$ cat config.mk
export PLATFORM = sky130hd
export DESIGN_NAME = uart_wake_detector
export DESIGN_NICKNAME = d
export VERILOG_FILES = /design/src/rtl/uart_wake_detector.sv
export SDC_FILE = /design/constraint.sdc
export NUM_CORES = 1
export LEC_CHECK = 0
export CAP_MARGIN = 20
export CORE_MARGIN = 2
export CORE_UTILIZATION = 40
export CTS_CLUSTER_DIAMETER = 100
export DETAILED_ROUTE_END_ITERATION = 16
export PLACE_DENSITY = 0.59
export SYNTH_ARGS = -nofsm -noshare
export SYNTH_HDL_FRONTEND = slang
export SYNTH_SLANG_ARGS = --single-unit
$ cat constraint.sdc
create_clock -name clk -period 3.8 [get_ports clk]
set_clock_uncertainty 0.1 [all_clocks]
set_input_delay 0.38 -clock clk [delete_from_list [all_inputs] [get_ports clk]]
set_output_delay 0.38 -clock clk [all_outputs]
set_load 0.03 [all_outputs]
$ cat src/rtl/uart_wake_detector.sv
// UART RX wake detector: synchronises and glitch-filters the RX pin, arms after an
// idle line, qualifies a minimum-length start bit and issues a one-cycle wake pulse.
module uart_wake_detector #(
    parameter int SYNC_STAGES    = 2,
    parameter int GLITCH_CYCLES  = 4,
    parameter int IDLE_CYCLES    = 16,
    parameter int MIN_LOW_CYCLES = 8,
    parameter int HOLDOFF_CYCLES = 64,
    parameter int CNT_W          = 8
) (
    input  logic       clk,
    input  logic       rst_n,
    input  logic       enable,
    input  logic       rx_async,
    input  logic       cnt_clr,
    output logic       wake_pulse,
    output logic       armed,
    output logic [7:0] wake_count
);

    typedef enum logic [2:0] {
        ST_DISABLED = 3'd0,
        ST_ARMING   = 3'd1,
        ST_LISTEN   = 3'd2,
        ST_MEASURE  = 3'd3,
        ST_WAKE     = 3'd4,
        ST_HOLDOFF  = 3'd5
    } state_t;

    localparam logic [CNT_W-1:0] GLITCH_LAST = CNT_W'(GLITCH_CYCLES - 1);
    localparam logic [CNT_W-1:0] IDLE_LAST   = CNT_W'(IDLE_CYCLES - 1);
    localparam logic [CNT_W-1:0] MIN_LOW     = CNT_W'(MIN_LOW_CYCLES);
    localparam logic [CNT_W-1:0] HOLD_LAST   = CNT_W'(HOLDOFF_CYCLES - 1);
    localparam logic [CNT_W-1:0] CNT_ZERO    = {CNT_W{1'b0}};
    localparam logic [CNT_W-1:0] CNT_ONE     = CNT_W'(1);

    function automatic logic [7:0] sat_inc8(input logic [7:0] val);
        return (val == 8'hFF) ? 8'hFF : (val + 8'd1);
    endfunction

    logic [SYNC_STAGES-1:0] sync_r;
    logic                   rx_sync_s;
    logic                   rx_filt_r;
    logic [CNT_W-1:0]       glitch_cnt_r;

    state_t                 state_r;
    state_t                 fsm_state_s;
    state_t                 next_state_s;
    logic [CNT_W-1:0]       cnt_r;
    logic [CNT_W-1:0]       fsm_cnt_s;
    logic [CNT_W-1:0]       cnt_next_s;

    logic                   wake_pulse_r;
    logic                   armed_r;
    logic [7:0]             wake_count_r;
    logic                   wake_next_s;
    logic [7:0]             wake_count_next_s;

    assign rx_sync_s = sync_r[SYNC_STAGES-1];

    // RX synchroniser chain, resets to the idle level
    always_ff @(posedge clk or negedge rst_n) begin
        if (!rst_n) begin
            sync_r <= {SYNC_STAGES{1'b1}};
        end else begin
            sync_r <= {sync_r[SYNC_STAGES-2:0], rx_async};
        end
    end

    // Glitch filter: rx_filt follows rx_sync only after a sustained disagreement
    always_ff @(posedge clk or negedge rst_n) begin
        if (!rst_n) begin
            rx_filt_r    <= 1'b1;
            glitch_cnt_r <= CNT_ZERO;
        end else if (rx_sync_s != rx_filt_r) begin
            if (glitch_cnt_r == GLITCH_LAST) begin
                rx_filt_r    <= rx_sync_s;
                glitch_cnt_r <= CNT_ZERO;
            end else begin
                glitch_cnt_r <= glitch_cnt_r + CNT_ONE;
            end
        end else begin
            glitch_cnt_r <= CNT_ZERO;
        end
    end

    // Next-state and phase-counter logic; one counter serves idle, low and holdoff timing
    always_comb begin
        fsm_state_s = state_r;
        fsm_cnt_s   = cnt_r;
        case (state_r)
            ST_DISABLED: begin
                if (enable) begin
                    fsm_state_s = ST_ARMING;
                    fsm_cnt_s   = CNT_ZERO;
                end else begin
                    fsm_cnt_s   = CNT_ZERO;
                end
            end
            ST_ARMING: begin
                if (!rx_filt_r) begin
                    fsm_cnt_s   = CNT_ZERO;
                end else if (cnt_r == IDLE_LAST) begin
                    fsm_state_s = ST_LISTEN;
                    fsm_cnt_s   = CNT_ZERO;
                end else begin
                    fsm_cnt_s   = cnt_r + CNT_ONE;
                end
            end
            ST_LISTEN: begin
                if (!rx_filt_r) begin
                    fsm_state_s = ST_MEASURE;
                    fsm_cnt_s   = CNT_ONE;
                end else begin
                    fsm_cnt_s   = CNT_ZERO;
                end
            end
            ST_MEASURE: begin
                // A fully qualified low time wins over a same-cycle release
                if (cnt_r >= MIN_LOW) begin
                    fsm_state_s = ST_WAKE;
                    fsm_cnt_s   = CNT_ZERO;
                end else if (rx_filt_r) begin
                    fsm_state_s = ST_LISTEN;
                    fsm_cnt_s   = CNT_ZERO;
                end else begin
                    fsm_cnt_s   = cnt_r + CNT_ONE;
                end
            end
            ST_WAKE: begin
                fsm_state_s = ST_HOLDOFF;
                fsm_cnt_s   = CNT_ZERO;
            end
            ST_HOLDOFF: begin
                if (cnt_r == HOLD_LAST) begin
                    fsm_state_s = ST_ARMING;
                    fsm_cnt_s   = CNT_ZERO;
                end else begin
                    fsm_cnt_s   = cnt_r + CNT_ONE;
                end
            end
            default: begin
                fsm_state_s = ST_DISABLED;
                fsm_cnt_s   = CNT_ZERO;
            end
        endcase
        next_state_s = enable ? fsm_state_s : ST_DISABLED;
        cnt_next_s   = enable ? fsm_cnt_s : CNT_ZERO;
    end

    // Wake counter next value: clear takes effect, but a coincident wake still counts
    always_comb begin
        wake_next_s = (next_state_s == ST_WAKE);
        if (cnt_clr) begin
            wake_count_next_s = wake_next_s ? 8'd1 : 8'd0;
        end else if (wake_next_s) begin
            wake_count_next_s = sat_inc8(wake_count_r);
        end else begin
            wake_count_next_s = wake_count_r;
        end
    end

    // State, counter and registered Moore outputs
    always_ff @(posedge clk or negedge rst_n) begin
        if (!rst_n) begin
            state_r      <= ST_DISABLED;
            cnt_r        <= CNT_ZERO;
            wake_pulse_r <= 1'b0;
            armed_r      <= 1'b0;
            wake_count_r <= 8'd0;
        end else begin
            state_r      <= next_state_s;
            cnt_r        <= cnt_next_s;
            wake_pulse_r <= wake_next_s;
            armed_r      <= (next_state_s == ST_LISTEN) || (next_state_s == ST_MEASURE);
            wake_count_r <= wake_count_next_s;
        end
    end

    assign wake_pulse = wake_pulse_r;
    assign armed      = armed_r;
    assign wake_count = wake_count_r;

endmodule

# Word-level counts from Yosys, hierarchy flattened
# Cells that the tools add are included.
classes:
  n_mux: 22
  magnitude_cmp: 1
  eq_ne: 13
  n_reduce_logical: 4
  n_addsub: 3
op_table:
  columns: ["op", "n"]
  rows:
  - ["2-to-1 mux 8 bit", 11]
  - ["one-hot mux 8 bit (4 select lines)", 1]
  - ["adder 8 x 1 -> 8 bit, second input constant", 3]
  - ["2-to-1 mux 3 bit", 7]
  - ["one-hot mux 3 bit (6 select lines)", 1]
  - ["equality test 3 x 2 -> 1 bit, second input constant", 4]
  - ["equality test 3 bit, second input constant", 3]
  - ["equality test 8 x 2 -> 1 bit, second input constant", 1]
  - ["equality test 8 x 4 -> 1 bit, second input constant", 1]
  - ["equality test 8 x 6 -> 1 bit, second input constant", 1]
  - ["equality test 8 bit, second input constant", 1]
  - [">= comparator 8 x 4 -> 1 bit, second input constant", 1]
  - ["equality test 3 x 1 -> 1 bit, second input constant", 1]
  - ["zero test 3 bit", 1]
  - ["2-to-1 mux 1 bit", 2]
  - ["AND reduction 2 bit", 1]
  - ["nonzero test 2 bit", 1]
  - ["logical OR 1 bit", 1]
  - ["inequality test 1 bit", 1]
word_totals:
  wordCells: 51
  output_inout_bits: 10
  input_bits: 5
  ff_bits: 32

# Logic depth before layout (Yosys ltp)
# Gate-level depths: netlist (run 1).
depth:
  depth_word: 8
  depth_mapped: 6
  mapped_depth_nobuf: 5

# Worst setup path before layout (run 1)
# No wires, ideal clock.
synth_path:
  path_type: "register to register"
  from: "register wake_count_r[0] (netlist: wake_count[0])"
  to: "register wake_count_r[5] (netlist: wake_count[5])"
  synth_period_minus_slack_ns: 1.811
  stages_incl_launch_ff: 6
  path_buffers: 0
  arrival_ns: 1.581
  setup_slack_ns: 1.989
  setup_time_ns: 0.130
  t_required_ns: 3.570
  cell_sequence: "dfrtp_1 > ha_1 > and4_2 > and4_1 > nor4b_1 > nor3b_1"
synth_via:
  elab_chain_cells: 4
  elab_cells_between_ends: 5
  classes_between: "add/sub (1); eq/ne (1); mux (3)"
synth_rtl:
  columns: ["element", "line", "source"]
  rows:
  - ["from (decl)", "55", "logic [7:0] wake_count_r;"]
  - ["from (signal assigned)", "176", "wake_count_r <= wake_count_next_s;"]
  - ["adder 8 x 1 -> 8 bit or equality test 8 bit (tied branches)", "38", "return (val == 8'hFF) ? 8'hFF : (val + 8'd1);"]
  - ["2-to-1 mux 8 bit (*)", "38", null]
  - ["2-to-1 mux 8 bit (*)", "156", "end else if (wake_next_s) begin"]
  - ["2-to-1 mux 8 bit (*)", "154", "if (cnt_clr) begin"]
# Mark *: on every way between the ends. The rest lies on a longest branch, timed or not. The select of a mux whose other input is x is not followed.
# A chain may end at the register's enable or synchronous reset.

# Worst setup path in the final report (run 1)
layout_path:
  from: "register wake_count_r[5] (netlist: wake_count[5])"
  to: "output port wake_count[5]"
layout_lines:
  columns: ["element", "line", "source"]
  rows:
  - ["to (decl)", "18", "output logic [7:0] wake_count"]
# No word-level cell between the ends.

==> run_results.csv, run 1 <==
group,metric,value,unit
place,numPortBuffers,14,
global_route,grt_pass1_vias,1300,
sta,fmax,506.0,MHz
yosys,synth_edf_count,0,
route,wl_per_cell,14.87,um
route,drc,0,
clock_tree,cts_setup_buffers,0,
clock_tree,holdBufCountCts,0,
critical_path,slowest_delay,0.73,ns
clock_tree,cts.sinks,32,
floorplanning,dieArea,0.004642,mm^2
sta,max-slew-margin-rel,0.7284,
global_route,grt_max_degree,33,
critical_path,critPathBufInv,1,
pwr,p_per_area,420.9,mW/mm^2
clock_tree,htreeDepth,2,
critical_path,cp.required,3.32,ns
global_route,antenna_found_initial,0,
critical_path,crit_path_cell_trace,"clkdlybuf4s50_1",
floorplanning,coreArea,0.003971,mm^2
sta,tns,0,ns
sta,setup_violations,0,
clock_tree,clock_path_buffers,2,
floorplanning,placementRows,23,
status,outcome,"finished, final reports clean",
sta,worst_pin_slew,0.4037,ns
place,place_hpwl,2304,um
layout,n_antenna_cell,0,
route,drt_pass1_iterations,4,
yosys,synth_cell_types,44,
critical_path,crit_family,"buffers and inverters",
yosys,synthAdderAreaFrac,0.03042,
route,via_per_inst,5.670,
sta,timing.final.crit_share,0.5201,
yosys,synth_top_family_by_area,"simple AND/OR/NAND/NOR gates",
clock_tree,clk_latency,0.29,ns
sta,drv_slew,0,
clock_tree,cts_made_buffers,5,
critical_path,start_kind,"flip-flop",
floorplanning,initial_core_util,0.4143,
critical_path,critPathKind,"flip-flop to output port",
layout,area_growth,18.25,%
pwr,max-vdd-ir-drop,0.1431,mV
yosys,ys_async_sr_fraction,1.000,
global_route,grt_pass1_wl,5906,um
layout,stdcell_area,0.001946,mm^2
floorplanning,num_io_pins,15,
sta,grt_setup_unrepaired,"no",
layout,nets,188,
yosys,synth_warnings,0,
critical_path,setup.worst_path.end_class,"output port",
route,vias,1304,
critical_path,crit_fanout,9,
route,wirelength,3421,um
yosys,ys.flop_type,"dfrtp_1",
global_route,grt_overflow,0,
floorplanning,fp.dieW,68.14,um
sta,hold_viol,0,
yosys,netlist_instances,160,
place,gp_routability_congestion,0.8312,
global_route,track_usage,0.1712,
yosys,syn_avg_cell_area,10.28,um^2
route,drt_iter0_drc,112,
clock_tree,cts.clk_slew.worst_paths,0.07,ns
yosys,synth_seq_cells,32,
clock_tree,cts_tree,"built",
clock_tree,ctsResizeCount,0,
yosys,yosys.area_share.simple,0.2624,
sta,min_period,1.976,ns
clock_tree,cts_root_buf,"clkbuf_8",
hold_path,hold_path.class,"flip-flop to flip-flop",
place,placed_cell_area,0.001834,mm^2
yosys,synth_compound_area_frac,0.1049,
yosys,synth_area,0.001645,mm^2
yosys,synth_xor_area_frac,0.06920,
layout,final_core_util,0.4899,
critical_path,crit_path_top_delay_cell,"clkdlybuf4s50_1",
run,cap_violations,0,
pwr,p_leak,0.7972,nW
layout,n_fill_cell,382,
critical_path,worst_ep_arrival_time,1.50,ns
yosys,postSynthNetCount,169,
yosys,muxShareOfSynthArea,0.006844,
route,ant_nets,0,
floorplanning,die_h,68.14,um
layout,drive_gt1_frac,0.1444,
yosys,ys_seq_area_frac,0.4890,
-- placed cells by master, fill, tap and decap left out, types with 3 or more instances in the layout --
master and n:
and3_1 5, nor2_1 17, a21oi_1 4, dfrtp_1 29, a211oi_1 3, ha_1 4
nor3_1 9, dfstp_2 3, nor4_1 6, nand4_1 4, clkbuf_8 5, xor2_1 9
clkdlybuf4s50_1 14, inv_1 9, nand3_1 12, nand2_1 6, xnor2_1 4
-- sequential cells by signal (all words and copies together), names as in the netlist --
register,flops
armed,1
rx_filt_r,1
wake_count,8
wake_pulse,1
sync_r,2
cnt_r,8
glitch_cnt_r,8
state_r,3
-- cell usage after synthesis (3+ instances only) --
| cell | count | area [um^2] |
|---|---|---|
| nor3_1 | 9 | 45.04 |
| inv_1 | 9 | 33.78 |
| ha_1 | 4 | 50.05 |
| xor2_1 | 9 | 78.83 |
| nand3_1 | 12 | 60.06 |
| a21oi_1 | 4 | 20.02 |
| dfrtp_1 | 29 | 725.7 |
| nand2_1 | 6 | 22.52 |
| nor4_1 | 6 | 37.54 |
| a211oi_1 | 3 | 22.52 |
| xnor2_1 | 4 | 35.03 |
| dfstp_2 | 3 | 78.83 |
| nor2_1 | 17 | 63.81 |
| nand4_1 | 4 | 25.02 |
| and3_1 | 5 | 31.28 |
-- area by class of cell --
cell class | instances | area, um^2 | area share
Clock buffer | 5 | 68.82 | 0.03537
Clock inverter | 3 | 42.54 | 0.02186
Inverter | 10 | 40.04 | 0.02058
Multi-Input combinational cell | 115 | 779.5 | 0.4006
Sequential cell | 32 | 804.5 | 0.4135
Tap cell | 50 | 62.56 | 0.03215
Timing Repair Buffer | 15 | 147.6 | 0.07588
-- final timing paths --
check	from	end	slack (ns)	cells after the start
max	wake_count[5]	wake_count[5]	1.82	1
min	sync_r[0]	sync_r[1]	0.25	0
max reg2reg	cnt_r[4]	wake_count[7]	1.87	4
min reg2reg	sync_r[0]	sync_r[1]	0.25	0
max in group asynchronous	rst_n	sync_r[0]	2.89	2
min in group asynchronous	rst_n	state_r[0]	0.38	2
-- through the flow --
step,power [mW],hold WS (ns),std cells,setup slack [ns]
floorplan,0.4632,-0.01559,160,1.989
global placement,0.4937,0.2466,222,1.684
detailed placement,0.4954,0.2522,222,1.547
CTS,0.8317,0.2607,230,1.816
global route,0.8612,0.2581,230,1.762
finish,0.8188,0.2548,230,1.824
-- cells by family (layout without fill, tap and decap cells) --
kind of cell | count (synthesis) | in the layout
xor gates and xnor gates | 13 | 13
and+or+nand+nor | 76 | 76
adders and majority gates | 4 | 4
DFF | 32 | 32
buffers and inverters | 13 | 33
AOI/OAI and AO/OA | 21 | 21
muxes | 1 | 1
-- routing by layer --
metal / up-vias / GRT usage / share of wire
met5: - / 0 / 0
met4: 0 / 0.07750 / 0.018
met3: 6 / 0.05099 / 0.055
met2: 42 / 0.2646 / 0.46
met1: 630 / 0.2204 / 0.47
li1: 626 / - / -
-- where the power goes --
group | switching [mW] | internal, mW | total (mW)
sequential | 0.0313 | 0.367 | 0.398
combinational | 0.0571 | 0.0384 | 0.0954
clock | 0.132 | 0.194 | 0.326
(Power assumes the default switching activity.)
==> inputs of run 2 (changes only) <==
--- a/config.mk
+++ b/config.mk
@@ -10,7 +10,7 @@
 export CORE_UTILIZATION = 40
 export CTS_CLUSTER_DIAMETER = 100
 export DETAILED_ROUTE_END_ITERATION = 16
-export PLACE_DENSITY = 0.59
+export PLACE_DENSITY = 0.61
 export SYNTH_ARGS = -nofsm -noshare
 export SYNTH_HDL_FRONTEND = slang
 export SYNTH_SLANG_ARGS = --single-unit
==> constraint.sdc (replaced) <==
create_clock -name clk -period 1.8 [get_ports clk]
set_clock_uncertainty 0.1 [all_clocks]
set_input_delay 0.18 -clock clk [delete_from_list [all_inputs] [get_ports clk]]
set_output_delay 0.18 -clock clk [all_outputs]
set_load 0.03 [all_outputs]
==> run 2 against run 1 <==
Compared with the run above:
- the run now ends with setup timing left
- die area unchanged
- critical endpoint is now wake_count[5]
- hold slack got worse by 0.070 ns
- count of clock-buffer cells in the layout increased by 1
- non-clock buffer count increased by 18
- wire length increased by 6.4%
- flip-flop and latch count unchanged
- final cell count increased by 7.8%
- core utilization increased by 5.8 points
- critical path depth increased by 4
- largest power group unchanged
==> run_results.csv, run 2 (synthesis gave the netlist of run 1 again) <==
group,metric,value,unit
sta,drv_slew,0,
route,drc,0,
sta,timing.final.crit_share,1.015,
floorplanning,die_h,68.14,um
global_route,grt_overflow,0,
floorplanning,num_io_pins,15,
pwr,p_per_area,824.1,mW/mm^2
critical_path,r2r-end,"wake_count[5]",
floorplanning,dieArea,0.004642,mm^2
global_route,grt_pass1_wl,5823,um
critical_path,worst_ep_arrival_time,1.89,ns
floorplanning,initial_core_util,0.4143,
route,ant_nets,0,
layout,layout_common_cells,"28 x dfrtp_1, 17 x buf_4, 16 x nor2_1",
place,placedCellCount,240,
place,pre_cts_ws,-0.06252,ns
clock_tree,cts.clk_slew.worst_paths,0.07,ns
clock_tree,cts_tree,"built",
critical_path,reg2regPathDepth,5,
pwr,p_leak,0.9375,nW
critical_path,setup.worst_path.end_class,"flip-flop",
pwr,seqPwrFrac,0.468,
floorplanning,placementRows,23,
route,drt_iter0_drc,79,
route,via_per_inst,5.484,
sta,holdWs,0.1852,ns
clock_tree,htreeDepth,2,
clock_tree,clock_path_buffers,2,
layout,fin_cells,248,
critical_path,cp.required,1.86,ns
layout,n_fill_cell,356,
sta,max-slew-margin-rel,0.7197,
global_route,antenna_found_initial,0,
sta,fin_ws,-0.02621,ns
clock_tree,cts.sinks,32,
layout,n_antenna_cell,0,
route,wl_per_cell,14.67,um
sta,min_period,1.826,ns
critical_path,r2r_start,"cnt_r[7]",
critical_path,crit_fanout,7,
layout,nets,206,
clock_tree,clk_latency,0.29,ns
global_route,grt_pass1_vias,1298,
critical_path,start_kind,"flip-flop",
critical_path,r2r_setup_slack,-0.03,ns
pwr,switching_power,0.4839,mW
pwr,power,1.794,mW
pwr,max-vdd-ir-drop,0.3776,mV
pwr,cellInternalPower,1.310,mW
status,outcome,"complete, but fails checks",
status,failed_checks,"setup timing",
sta,worst_pin_slew,0.4194,ns
pwr,combPwrFrac,0.154,
layout,final_common_cell,"dfrtp_1",
sta,setup_violations,1,
route,vias,1360,
sta,hold_viol,0,
place,numPortBuffers,14,
place,gp_routability_congestion,0.8814,
critical_path,critPathKind,"flip-flop to flip-flop",
layout,area_growth,32.32,%
pwr,switching_share,0.2697,
clock_tree,cts_made_buffers,5,
floorplanning,fp.dieW,68.14,um
sta,grt_setup_unrepaired,"yes",
hold_path,hold_path.class,"input pin to asynchronous set/reset pin",
place,place_hpwl,2436,um
floorplanning,coreArea,0.003971,mm^2
route,wirelength,3639,um
route,drt_pass1_iterations,4,
clock_tree,cts_root_buf,"clkbuf_8",
clock_tree,holdBufCountCts,0,
pwr,clkPwrFrac,0.378,
layout,drive_gt1_frac,0.2828,
global_route,grt_max_degree,33,
global_route,track_usage,0.1711,
sta,fmax,547.6,MHz
run,cap_violations,0,
==> run 2: layout make-up <==
class	count	area (um^2)	share of cell area
sequential	32	805.8	0.3701
tap	50	62.56	0.02874
clock buffer	6	72.57	0.03333
multi-input combinational	115	859.6	0.3948
timing repair buffer	33	301.5	0.1385
clock inverter	2	35.03	0.01609
inverter	10	40.04	0.01839
==> run 2: how the worst max path moves through the flow <==
stage / start / end / slack (ns) / depth (start not counted)
global placement: enable / wake_count[7] / 0.007 / 5
global route: cnt_r[7] / wake_count[7] / -0.08 / 5
detailed placement: enable / wake_count[7] / -0.06 / 5
finish: cnt_r[7] / wake_count[5] / -0.03 / 5
floorplan: wake_count[1] / wake_count[5] / 0.001 / 5
CTS: cnt_r[4] / wake_count[3] / -0.003 / 5
==> run 2: repair_timing <==
| action | CTS | global route |
|---|---|---|
| endpoints found under the setup margin | 2 | 17 |
| pin swaps | 3 | 7 |
| setup buffers | 0 | 1 |
| resized for setup | 3 | 14 |
==> run 2: critical path, cell delays in order (launching register included) <==
cell	delay [ns]
dfrtp_1	0.41
or4_4	0.60
o21ai_4	0.23
buf_6	0.16
o21bai_1	0.06
nor3b_2	0.15
==> run 2: metrics by stage <==
step,area (um^2),util,setup TNS (ns)
finish,2177,0.5482,-0.02621
global route,2177,0.5482,-0.6658
CTS,2092,0.5268,-0.003499
detailed placement,1971,0.4962,-0.1251
global placement,1971,0.4962,0
floorplan,1647,-,0
==> run 2: power by group through the flow <==
stage,sequential [mW],combinational [mW],clock (mW)
CTS,0.836,0.231,0.685
global placement,0.846,0.222,0
detailed placement,0.849,0.229,0
finish,0.840,0.276,0.678
global route,0.847,0.301,0.732
floorplan,0.829,0.149,0
==> run 2: metal layers <==
layer	GRT usage	part of all wire	wire, um
met4	0.06750	0.016	57
met3	0.04934	0.029	106
met5	0	0	0
met1	0.2163	0.46	1671
met2	0.2755	0.50	1805
==> inputs of run 3 (changes only) <==
--- a/config.mk
+++ b/config.mk
@@ -10,7 +10,8 @@
 export CORE_UTILIZATION = 40
 export CTS_CLUSTER_DIAMETER = 100
 export DETAILED_ROUTE_END_ITERATION = 16
-export PLACE_DENSITY = 0.61
+export DONT_BUFFER_PORTS = 1
+export PLACE_DENSITY = 0.56
 export SYNTH_ARGS = -nofsm -noshare
 export SYNTH_HDL_FRONTEND = slang
 export SYNTH_SLANG_ARGS = --single-unit
==> run 3 against run 2 <==
Compared with the run above:
- maximum frequency decreased by 2.7%
- final cell count grew 2.8%
- the run ends with hold timing, setup timing left
- count of clock-buffer cells in the layout decreased by 1
==> run_results.csv, run 3 (synthesis gave the netlist of run 1 again) <==
group,metric,value,unit
layout,n_fill_cell,360,
clock_tree,clock_path_buffers,2,
status,failed_checks,"hold timing, setup timing",
run,cap_violations,0,
floorplanning,dieArea,0.004642,mm^2
layout,drive_gt1_frac,0.3707,
place,pre_cts_ws,-0.07074,ns
clock_tree,clk_latency,0.29,ns
global_route,grt_pass1_wl,6361,um
floorplanning,num_io_pins,15,
critical_path,crit_path_frequent_cell,"buf_6",
pwr,cellInternalPower,1.290,mW
critical_path,cp.required,1.87,ns
route,vias,1392,
global_route,antenna_found_initial,0,
layout,nets,213,
critical_path,crit_path_top_delay_cell,"or4_4",
sta,tns,-0.4654,ns
hold_path,hold_path.class,"input pin to flip-flop",
route,wl_met1,1695,um
pwr,clkPwrFrac,0.390,
clock_tree,cts.clk_slew.worst_paths,0.07,ns
critical_path,crit_path_cell_trace,"or4_4, o21ai_4, buf_6, buf_6, o21bai_1, nor3b_2",
layout,layout_common_cells,"29 x buf_4, 28 x dfrtp_1, 16 x nor2_1",
place,placed_cell_area,0.001876,mm^2
route,top_layer,"met4",
layout,n_antenna_cell,0,
sta,holdWs,-0.1561,ns
critical_path,crit_family,"simple AND/OR/NAND/NOR gates",
global_route,track_usage,0.1884,
clock_tree,htreeDepth,2,
clock_tree,cts_root_buf,"clkbuf_8",
pwr,power,1.769,mW
place,place_hpwl,2653,um
sta,drv_slew,0,
route,met2WireLength,1968,um
floorplanning,initial_core_util,0.4143,
sta,hold_viol,7,
layout,area_growth,36.20,%
sta,fmax,533.0,MHz
layout,final_common_cell,"buf_4",
clock_tree,cts_tree,"built",
floorplanning,placementRows,23,
pwr,p_per_area,789.6,mW/mm^2
pwr,switching_share,0.2710,
layout,final_core_util,0.5643,
sta,timing.final.crit_share,1.042,
route,wirelength,3927,um
global_route,grt_max_degree,33,
critical_path,critPathKind,"flip-flop to flip-flop",
global_route,grt_overflow,0,
sta,max-slew-margin-rel,0.6519,
critical_path,setup.worst_path.end_class,"flip-flop",
place,placedCellCount,232,
critical_path,slowest_delay,0.59,ns
pwr,switching_power,0.4795,mW
clock_tree,cts_made_buffers,5,
layout,fin_cells,255,
critical_path,start_kind,"flip-flop",
place,numPortBuffers,0,
route,drc,0,
route,ant_nets,0,
sta,fin_ws,-0.07627,ns
place,gp_routability_congestion,0.8235,
pwr,p_leak,0.9696,nW
route,dr_wl_met3,201,um
route,drt_iter0_drc,122,
critical_path,crit_fanout,4,
sta,grt_setup_unrepaired,"yes",
pwr,seqPwrFrac,0.472,
sta,worst_pin_slew,0.5173,ns
pwr,max-vdd-ir-drop,0.4011,mV
global_route,grt_pass1_vias,1362,
layout,stdcell_area,0.002241,mm^2
critical_path,worst_ep_arrival_time,1.95,ns
floorplanning,die_h,68.14,um
pwr,combPwrFrac,0.138,
status,outcome,"complete, but fails checks",
sta,setup_violations,9,
floorplanning,coreArea,0.003971,mm^2
route,via_per_inst,5.459,
critical_path,critPathBufInv,2,
route,drt_pass1_iterations,4,
route,wl_per_cell,15.40,um
sta,min_period,1.876,ns
clock_tree,cts.sinks,32,
floorplanning,fp.dieW,68.14,um
-- run 3: cell count changes in the layout (fill, tap and decap cells not counted), moves of 2 or more --
cell             before  now
nor3_1                5    8
nor3_2                4    1
dlygate4sd3_1         0    5
a21oi_1               3    1
a21oi_2               1    3
clkdlybuf4s50_1      13    0
buf_4                17   29
buf_6                 1    5
-- run 3: area by class of cell --
class / instances / area, um^2 / area share
Multi-Input combinational cell: 115 / 877.1 / 0.3914
Inverter: 10 / 40.04 / 0.01787
Clock buffer: 5 / 68.82 / 0.03071
Timing Repair Buffer: 40 / 344.1 / 0.1535
Sequential cell: 32 / 805.8 / 0.3596
Tap cell: 50 / 62.56 / 0.02792
Clock inverter: 3 / 42.54 / 0.01898
-- run 3: worst paths after layout --
| check | start | end | slack [ns] | depth (start not counted) |
|---|---|---|---|---|
| setup / recovery | cnt_r[5] | wake_count[5] | -0.08 | 6 |
| hold / removal | cnt_clr | wake_count[5] | -0.16 | 1 |
| setup reg to reg | cnt_r[5] | wake_count[5] | -0.08 | 6 |
| hold reg to reg | sync_r[0] | sync_r[1] | 0.26 | 0 |
| max in group asynchronous | rst_n | sync_r[0] | 1.11 | 2 |
| min in group asynchronous | rst_n | state_r[0] | 0.25 | 2 |
-- run 3: timing repair --
action                                  4_1_cts  5_1_grt
hold buffers                                  5        1
buffers inserted                              3        6
resized for setup                             4       20
pin swaps                                     5        9
hold endpoints to repair                     45        8
endpoints found under the setup margin        7       18
-- run 3: power by group through the flow --
| stage | registers [mW] | logic [mW] | clock network [mW] |
|---|---|---|---|
| floorplan | 0.829 | 0.149 | 0 |
| global placement | 0.840 | 0.200 | 0 |
| detailed placement | 0.842 | 0.208 | 0 |
| CTS | 0.829 | 0.237 | 0.714 |
| global route | 0.838 | 0.273 | 0.757 |
| finish | 0.835 | 0.245 | 0.689 |
-- run 3: worst register-to-register path, delay by kind of cell, from the launching register on --
family	cells	cell delay, ns
AND/OR/NAND/NOR	2	0.74
flip-flops	1	0.40
AO/OA/AOI/OAI	2	0.29
buffers and inverters	2	0.24
-- run 3: metal layers --
metal,up-vias,track usage
met5,-,0
met4,0,0.06750
met3,6,0.06414
met2,35,0.2949
met1,679,0.2419
li1,672,-
